**src/rtl/wb_arbiter2_pkg.sv**
```systemverilog
// wb_arbiter2_pkg: shared state encodings and grant codes for the two-master arbiter
package wb_arbiter2_pkg;
  typedef enum logic {ArbIdle = 1'b0, ArbBusy = 1'b1} arb_state_e;
  localparam logic [1:0] GntNone = 2'b00;
  localparam logic [1:0] GntM0 = 2'b01;
  localparam logic [1:0] GntM1 = 2'b10;
endpackage

```
**src/rtl/wb_arbiter2_watchdog.sv**
```systemverilog
// wb_watchdog: counts unacknowledged strobe cycles and flags expiry at the limit
module wb_watchdog (
  input  logic       clk,
  input  logic       rst,
  input  logic       clr,
  input  logic       wait_i,
  input  logic [7:0] limit,
  output logic       expire
);
  logic [7:0] cnt_q, cnt_d;
  always_comb begin
    expire = wait_i && (cnt_q == limit);
    cnt_d = (clr || expire) ? 8'd0 : wait_i ? cnt_q + 8'd1 : cnt_q;
  end
  always_ff @(posedge clk) begin
    if (rst) cnt_q <= 8'd0;
    else cnt_q <= cnt_d;
  end
endmodule

```
**src/rtl/wb_arbiter2.sv**
```systemverilog
// wb_arbiter2: round-robin two-master Wishbone arbiter with a strobe watchdog
module wb_arbiter2
  import wb_arbiter2_pkg::*;
#(
  parameter int unsigned TIMEOUT = 255
) (
  input  logic        wb_clk_i,
  input  logic        wb_rst_i,
  input  logic        m0_cyc_i,
  input  logic        m0_stb_i,
  input  logic        m0_we_i,
  input  logic [31:0] m0_adr_i,
  input  logic [31:0] m0_dat_i,
  input  logic [3:0]  m0_sel_i,
  output logic [31:0] m0_dat_o,
  output logic        m0_ack_o,
  output logic        m0_err_o,
  input  logic        m1_cyc_i,
  input  logic        m1_stb_i,
  input  logic        m1_we_i,
  input  logic [31:0] m1_adr_i,
  input  logic [31:0] m1_dat_i,
  input  logic [3:0]  m1_sel_i,
  output logic [31:0] m1_dat_o,
  output logic        m1_ack_o,
  output logic        m1_err_o,
  output logic        s_cyc_o,
  output logic        s_stb_o,
  output logic        s_we_o,
  output logic [31:0] s_adr_o,
  output logic [31:0] s_dat_o,
  output logic [3:0]  s_sel_o,
  input  logic [31:0] s_dat_i,
  input  logic        s_ack_i,
  output logic [1:0]  gnt_o
);
  arb_state_e state_q, state_d;
  logic owner_q, owner_d, last_q, last_d;
  logic busy, own_cyc, own_stb, expire, sel0, sel1;
  always_comb begin
    busy = (state_q == ArbBusy);
    own_cyc = owner_q ? m1_cyc_i : m0_cyc_i;
    own_stb = owner_q ? m1_stb_i : m0_stb_i;
    sel0 = busy && !owner_q;
    sel1 = busy && owner_q;
    s_cyc_o = busy && own_cyc;
    s_stb_o = busy && own_stb && !expire;
    s_we_o = busy && (owner_q ? m1_we_i : m0_we_i);
    s_adr_o = !busy ? 32'd0 : owner_q ? m1_adr_i : m0_adr_i;
    s_dat_o = !busy ? 32'd0 : owner_q ? m1_dat_i : m0_dat_i;
    s_sel_o = !busy ? 4'd0 : owner_q ? m1_sel_i : m0_sel_i;
    m0_ack_o = sel0 && s_ack_i;
    m1_ack_o = sel1 && s_ack_i;
    m0_err_o = sel0 && expire;
    m1_err_o = sel1 && expire;
    m0_dat_o = sel0 ? s_dat_i : 32'd0;
    m1_dat_o = sel1 ? s_dat_i : 32'd0;
    gnt_o = sel0 ? GntM0 : sel1 ? GntM1 : GntNone;
    state_d = state_q;
    owner_d = owner_q;
    last_d = last_q;
    // Contention goes to the master that was not granted last
    if (!busy && (m0_cyc_i || m1_cyc_i)) begin
      state_d = ArbBusy;
      owner_d = (m0_cyc_i && m1_cyc_i) ? !last_q : m1_cyc_i;
      last_d = owner_d;
    end else if (busy && !own_cyc) begin
      state_d = ArbIdle;
    end
  end
  always_ff @(posedge wb_clk_i) begin
    if (wb_rst_i) begin
      state_q <= ArbIdle;
      owner_q <= 1'b0;
      last_q <= 1'b1;
    end else begin
      state_q <= state_d;
      owner_q <= owner_d;
      last_q <= last_d;
    end
  end
  wb_watchdog u_wd (
    .clk   (wb_clk_i),
    .rst   (wb_rst_i),
    .clr   (!busy || s_ack_i),
    .wait_i(busy && own_stb && !s_ack_i),
    .limit (8'(TIMEOUT - 1)),
    .expire(expire)
  );
endmodule

```
**config.mk**
```make
export PLATFORM = sky130hd
export DESIGN_NAME = wb_arbiter2
export DESIGN_NICKNAME = d
export VERILOG_FILES = /design/src/rtl/wb_arbiter2_pkg.sv /design/src/rtl/wb_arbiter2_watchdog.sv /design/src/rtl/wb_arbiter2.sv
export SDC_FILE = /design/constraint.sdc
export NUM_CORES = 1
export LEC_CHECK = 0
export BUFFER_PORTS_ARGS = -buffer_cell sky130_fd_sc_hd__buf_2
export CAP_MARGIN = 25
export CORE_AREA = 2 2 124 126
export CTS_BUF_LIST = sky130_fd_sc_hd__clkbuf_2 sky130_fd_sc_hd__clkbuf_4 sky130_fd_sc_hd__clkbuf_8
export DETAILED_ROUTE_END_ITERATION = 10
export DIE_AREA = 0 0 126 128
export PLACE_DENSITY = 0.46
export SETUP_SLACK_MARGIN = 0.3
export SYNTH_ARGS = -nofsm -noshare
export SYNTH_HDL_FRONTEND = slang
export SYNTH_SLANG_ARGS = --single-unit
```
**constraint.sdc**
```tcl
create_clock -name wb_clk_i -period 1.7 [get_ports wb_clk_i]
set_input_delay 0.51 -clock wb_clk_i [delete_from_list [all_inputs] [get_ports wb_clk_i]]
set_output_delay 0.51 -clock wb_clk_i [all_outputs]
set_load 0.05 [all_outputs]
```
# Word level (Yosys, flattened, before mapping)
# Index checks and enable logic that the tools add are counted.
# word_totals
output_inout_bits	141
word_cells	48
reg_bits	11
# op_classes
n_addsub	1
n_mux	16
n_reduce_logical	26
eq_ne	1
# op_table
cell	n
$mux W32	6
$logic_and A1 B1 Y1	15
$add A8 B1 Y8 const B	1
$eq A8 B8 Y1 const B	1
$mux W4	2
$logic_not A1 Y1	6
$mux W1	6
$mux W2	2
$logic_or A1 B1 Y1	3
$reduce_bool A2 Y1	1
$reduce_or A2 Y1	1

# Logic depth before layout (Yosys ltp)
# logic_depth
ltp_word	6
mapped_depth	6

# Hierarchy
# A second synthesis with hierarchy kept.
# hier_totals
cells_unflattened	304
hier_area_um2	2138.3
# by_module_without_submodules
mod	seq_area_each_um2	instances	cells_each	area_per_inst_um2
wb_arbiter2	60.1	1	255	1704.1
wb_watchdog	160.2	1	49	434.2

# Least setup slack after synthesis
# OpenSTA, ideal clock, no wires.
# synth_path
path_kind	register to output
startpoint	reg owner_q
endpoint	out s_stb_o
required_ps	1190
arrival_ps	2247
slack_ps	-1057
path_stages_with_launch	7
cell_sequence	dfxtp_1 buf_6 buf_2 nand2_1 inv_1 nand2_1 a21boi_0
# synth_via
elab_chain_len	6
# synth_rtl
element	line_no	source
start, declared	wb_arbiter2.sv:38	logic owner_q, owner_d, last_q, last_d;
start signal, assigned	wb_arbiter2.sv:78	owner_q <= owner_d;
$mux W1 *	wb_arbiter2.sv:43	own_stb = owner_q ? m1_stb_i : m0_stb_i;
$logic_and A1 B1 Y1 *	wb_arbiter2.sv:47, wb_arbiter2.sv:86	
$logic_and A1 B1 Y1	wb_arbiter2.sv:86	.wait_i(busy && own_stb && !s_ack_i),
$logic_and A1 B1 Y1	wb_arbiter2_watchdog.sv:12	expire = wait_i && (cnt_q == limit);
$logic_not A1 Y1	wb_arbiter2.sv:47	s_stb_o = busy && own_stb && !expire;
$logic_and A1 B1 Y1 *	wb_arbiter2.sv:47	
end, declared	wb_arbiter2.sv:28	output logic s_stb_o,
# Mark *: on every way between the ends. The rest lies on a longest branch, timed or not.

# Worst setup path after layout
# layout_path
startpoint	reg owner_q
endpoint	out s_adr_o[30]
# layout_via
elab_chain_len	2
# layout_rtl
element	line_no	source
$mux W32 (2 in series)	wb_arbiter2.sv:49	s_adr_o = !busy ? 32'd0 : owner_q ? m1_adr_i : m0_adr_i;
end, declared	wb_arbiter2.sv:30	output logic [31:0] s_adr_o,
# Every way passes these cells.

==> results.md <==
* Status: complete, but fails checks
* Failing checks: negative setup slack
* CTS H-tree lvls at 1
* Cells on worst reg2reg path at 6
* Vias in the first global route at 3,749
* Crit path capture type: output port
* Num CTS Buffers at 3
* Latest clock arrival within the worst-skew pair at 240 ps
* Die Area at 16,130 sq um
* DPL Wire Length at about 9400 um
* Dominant cells by area after synthesis: mux2i_1, nor2b_1, dfxtp_1
* CTS Hold Bufs at 0
* Hold Crit Class: in -> reg
* CORE AREA at about 15,000 sq um
* Net count, final at 844
* Crit path max-delay family: buffers and inverters
* Slew HR at 82.25%
* Final hold vios at 0
* Syn. warnings at 0
* TritonCTS clock tree: yes
* Fin. max-slew vios at 0
* Clock Root Buffer: clkbuf_8
* Max VDD drop at 0.2485 mV
* Distinct cells, synth at 33
* Grt ovf at 0
* Critical-path maximum fanout at 15
* First-pass GRT wire length at 19,000 um
* Ys async rst share at 0%
* RSZ-0062 raised after global routing: yes
* Leakage at approximately 0.0033 uW
* Min Tclk post-route at about 2000 ps
* Crit. path cell count at 5
* Leading area contributor after synthesis: mux2i_1
* Starting density of the core at 15.32%
* Critical path launch point: owner_q
* Slowest stage cell, crit path: dfxtp_4
* Mean routed wirelength per cell at 15.23 um
* Drt total wl at around 13,000 um
* Via count at 3,597
* Number of enable flip-flop cells after synthesis at 0
* Global Route Usage Sum at 14.31%
* Synthesized Nets at 479
* Drt first pass iters at 4
* Yosys top cell area share at 31.21%
* CP arrival at ~1500 ps
* Clock Skew at 5.775 ps
* Reg2reg end: u_wd.cnt_q[1]
* Iteration-0 DRC Markers at 50
* Ant. Diodes at 0
* DR vias/cell at about 4.2
* PnR Total Power at between 3000 and 4000 uW
* Initial antenna violation count at 0
* CP Capture Point: s_adr_o[30]
* GPL Wtd Cong at 0.7452
* Setup CP Type: reg -> out
* Layout area overhead at 230.5%
* Critical-path cell list: buf_12 > clkbuf_16 > mux2i_4 > nor2b_4 > buf_2
* FMAX at slightly below 0.5 GHz
* Clock buffer depth at 2
* Post-synth top cells: mux2i_1, nor2b_1, and3_1, and2_1, clkbuf_1
* Pwr dens at 429.3 nW/um^2
* IO Count at about 320
* Clock-pin slew on the worst setup and hold paths at 50 ps
* WP data required at 1190 ps
* PortBufs at around 320
* Final ANT Viol Nets at 0
* Final Cycle Share at 120.5%
* Finished Cell Area at 7527 sq um
* Final WS setup at -348.2 ps
* Synthesized area at 2277 sq um
* Die W at 126 um
* Row count at 45
* Post-synthesis sequential area ratio at 9.670%
* Cell count after synthesis at 300
* Synthesized area per cell at 7.591 sq um
* Worst Tran Pin Value at 268.1 ps
* Final Setup Violations at 141
* Startpoint Class: flip-flop
* Buf/Inv on CP at 3
* Die Ht at 128 um
* Number of max-cap violations at 0
* DR DRC count at 0
* Pin count of the biggest net entering global routing at 30
* Post-place instance area at 5324 sq um
* CTS Sinks at 11
* R2R Path Start: owner_q
* CP peak stage delay at 390 ps
* Most used DFF post-synth: dfxtp_1
* Share of cells above drive strength 1 at 92.62%
* Post-synthesis register bit count at 11
* Worst reg-to-reg setup slack at between 200 and 300 ps
[timing repair]
action | in CTS | in global routing
endpoints found under the hold margin | 0 | 0
gates resized for setup | 371 | 83
cloned | 3 | 2
endpoints found under the setup margin | 147 | 149
pin swaps | 5 | 10
buffers inserted | 10 | 6
[area by class of cell]
class / count / area, sq um
clock buffers: 4 / 48.80
flip-flops and latches: 11 / 230.2
repair buffers: 388 / 3413
inverters: 2 / 11.26
fillers: 1250 / 7337
multi-input cells: 259 / 3588
well taps: 188 / 235.2
[worst reg2reg max path: stages, from the launching register on]
cell	delay [ps]
dfxtp_4	390
buf_4	130
mux2_4	310
nand4_4	100
buf_4	140
nand2_4	70
a211oi_2	190
[where the power goes]
group	switching (uW)	leakage [uW]	internal (uW)
clock	96.0	0.0000262	180
combinational	1390	0.00319	1290
sequential	10.5	0.0000916	264
total	1490	0.00331	1740
[worst min-delay path by stage]
stage	from	end	cells past startpoint	slack [ps]
6_report	wb_rst_i	busy	2	490
5_1_grt	wb_rst_i	busy	2	500
4_1_cts	wb_rst_i	busy	2	490
3_5_place_dp	last_q	last_q	1	490
3_3_place_gp	last_q	last_q	1	470
2_1_floorplan	last_q	last_q	1	460
[state kept, by name (all words and copies together) (netlist names)]
name,flops
u_wd.cnt_q,8
last_q,1
busy,1
owner_q,1
[stage by stage]
| stage | worst slack (ps) | utilization, % | instances | hold slack, ps | setup TNS, ps |
|---|---|---|---|---|---|
| after global routing | -406.7 | 50.64 | 852 | 499.0 | -41660 |
| after CTS | -380.9 | 47.27 | 844 | 486.4 | -36280 |
| final | -348.2 | 50.64 | 852 | 490.4 | -34080 |
| after global placement | -321.7 | 35.82 | 827 | 474.3 | -9775 |
| after floorplan | -232.9 | - | 300 | 459.5 | -545.4 |
| after detailed placement | -313.8 | 35.82 | 827 | 493.8 | -10370 |
[per-layer routing]
| metal | global-route usage, % | wire length, um |
|---|---|---|
| met1 | 16.17 | 4681 |
| met2 | 29.10 | 7320 |
| met3 | 2.421 | 917 |
| met4 | 0.7757 | 55 |
| met5 | 0 | 0 |
[logic make-up after synthesis]
logic type               count (synthesis)  synth area share (%)
XOR/XNOR                                 7                 2.692
AND/OR/NAND/NOR                        172                 46.43
flip-flops                              11                 9.670
adder cells (fa/ha/maj)                  2                 1.099
AO/OA/AOI/OAI                            6                 2.033
multiplexers                            72                 31.87
buffers and inverters                   30                 6.209
[layout by cell type (no fill, tap or decap), drive strengths merged]
cell and count:
a211o 1, a211oi 2, a21boi 1, a21oi 2, and2 33, and3 34, and4 1, and4b 2
buf 386, clkbuf 6, clkinvlp 1, dfxtp 11, ha 2, inv 1, mux2 1, mux2i 71
nand2 5, nand2b 3, nand3 2, nand3b 1, nand4 2, nor2 15, nor2b 71, nor3 1
nor3b 2, xnor2 4, xor2 3
(Power assumes the default switching activity.)
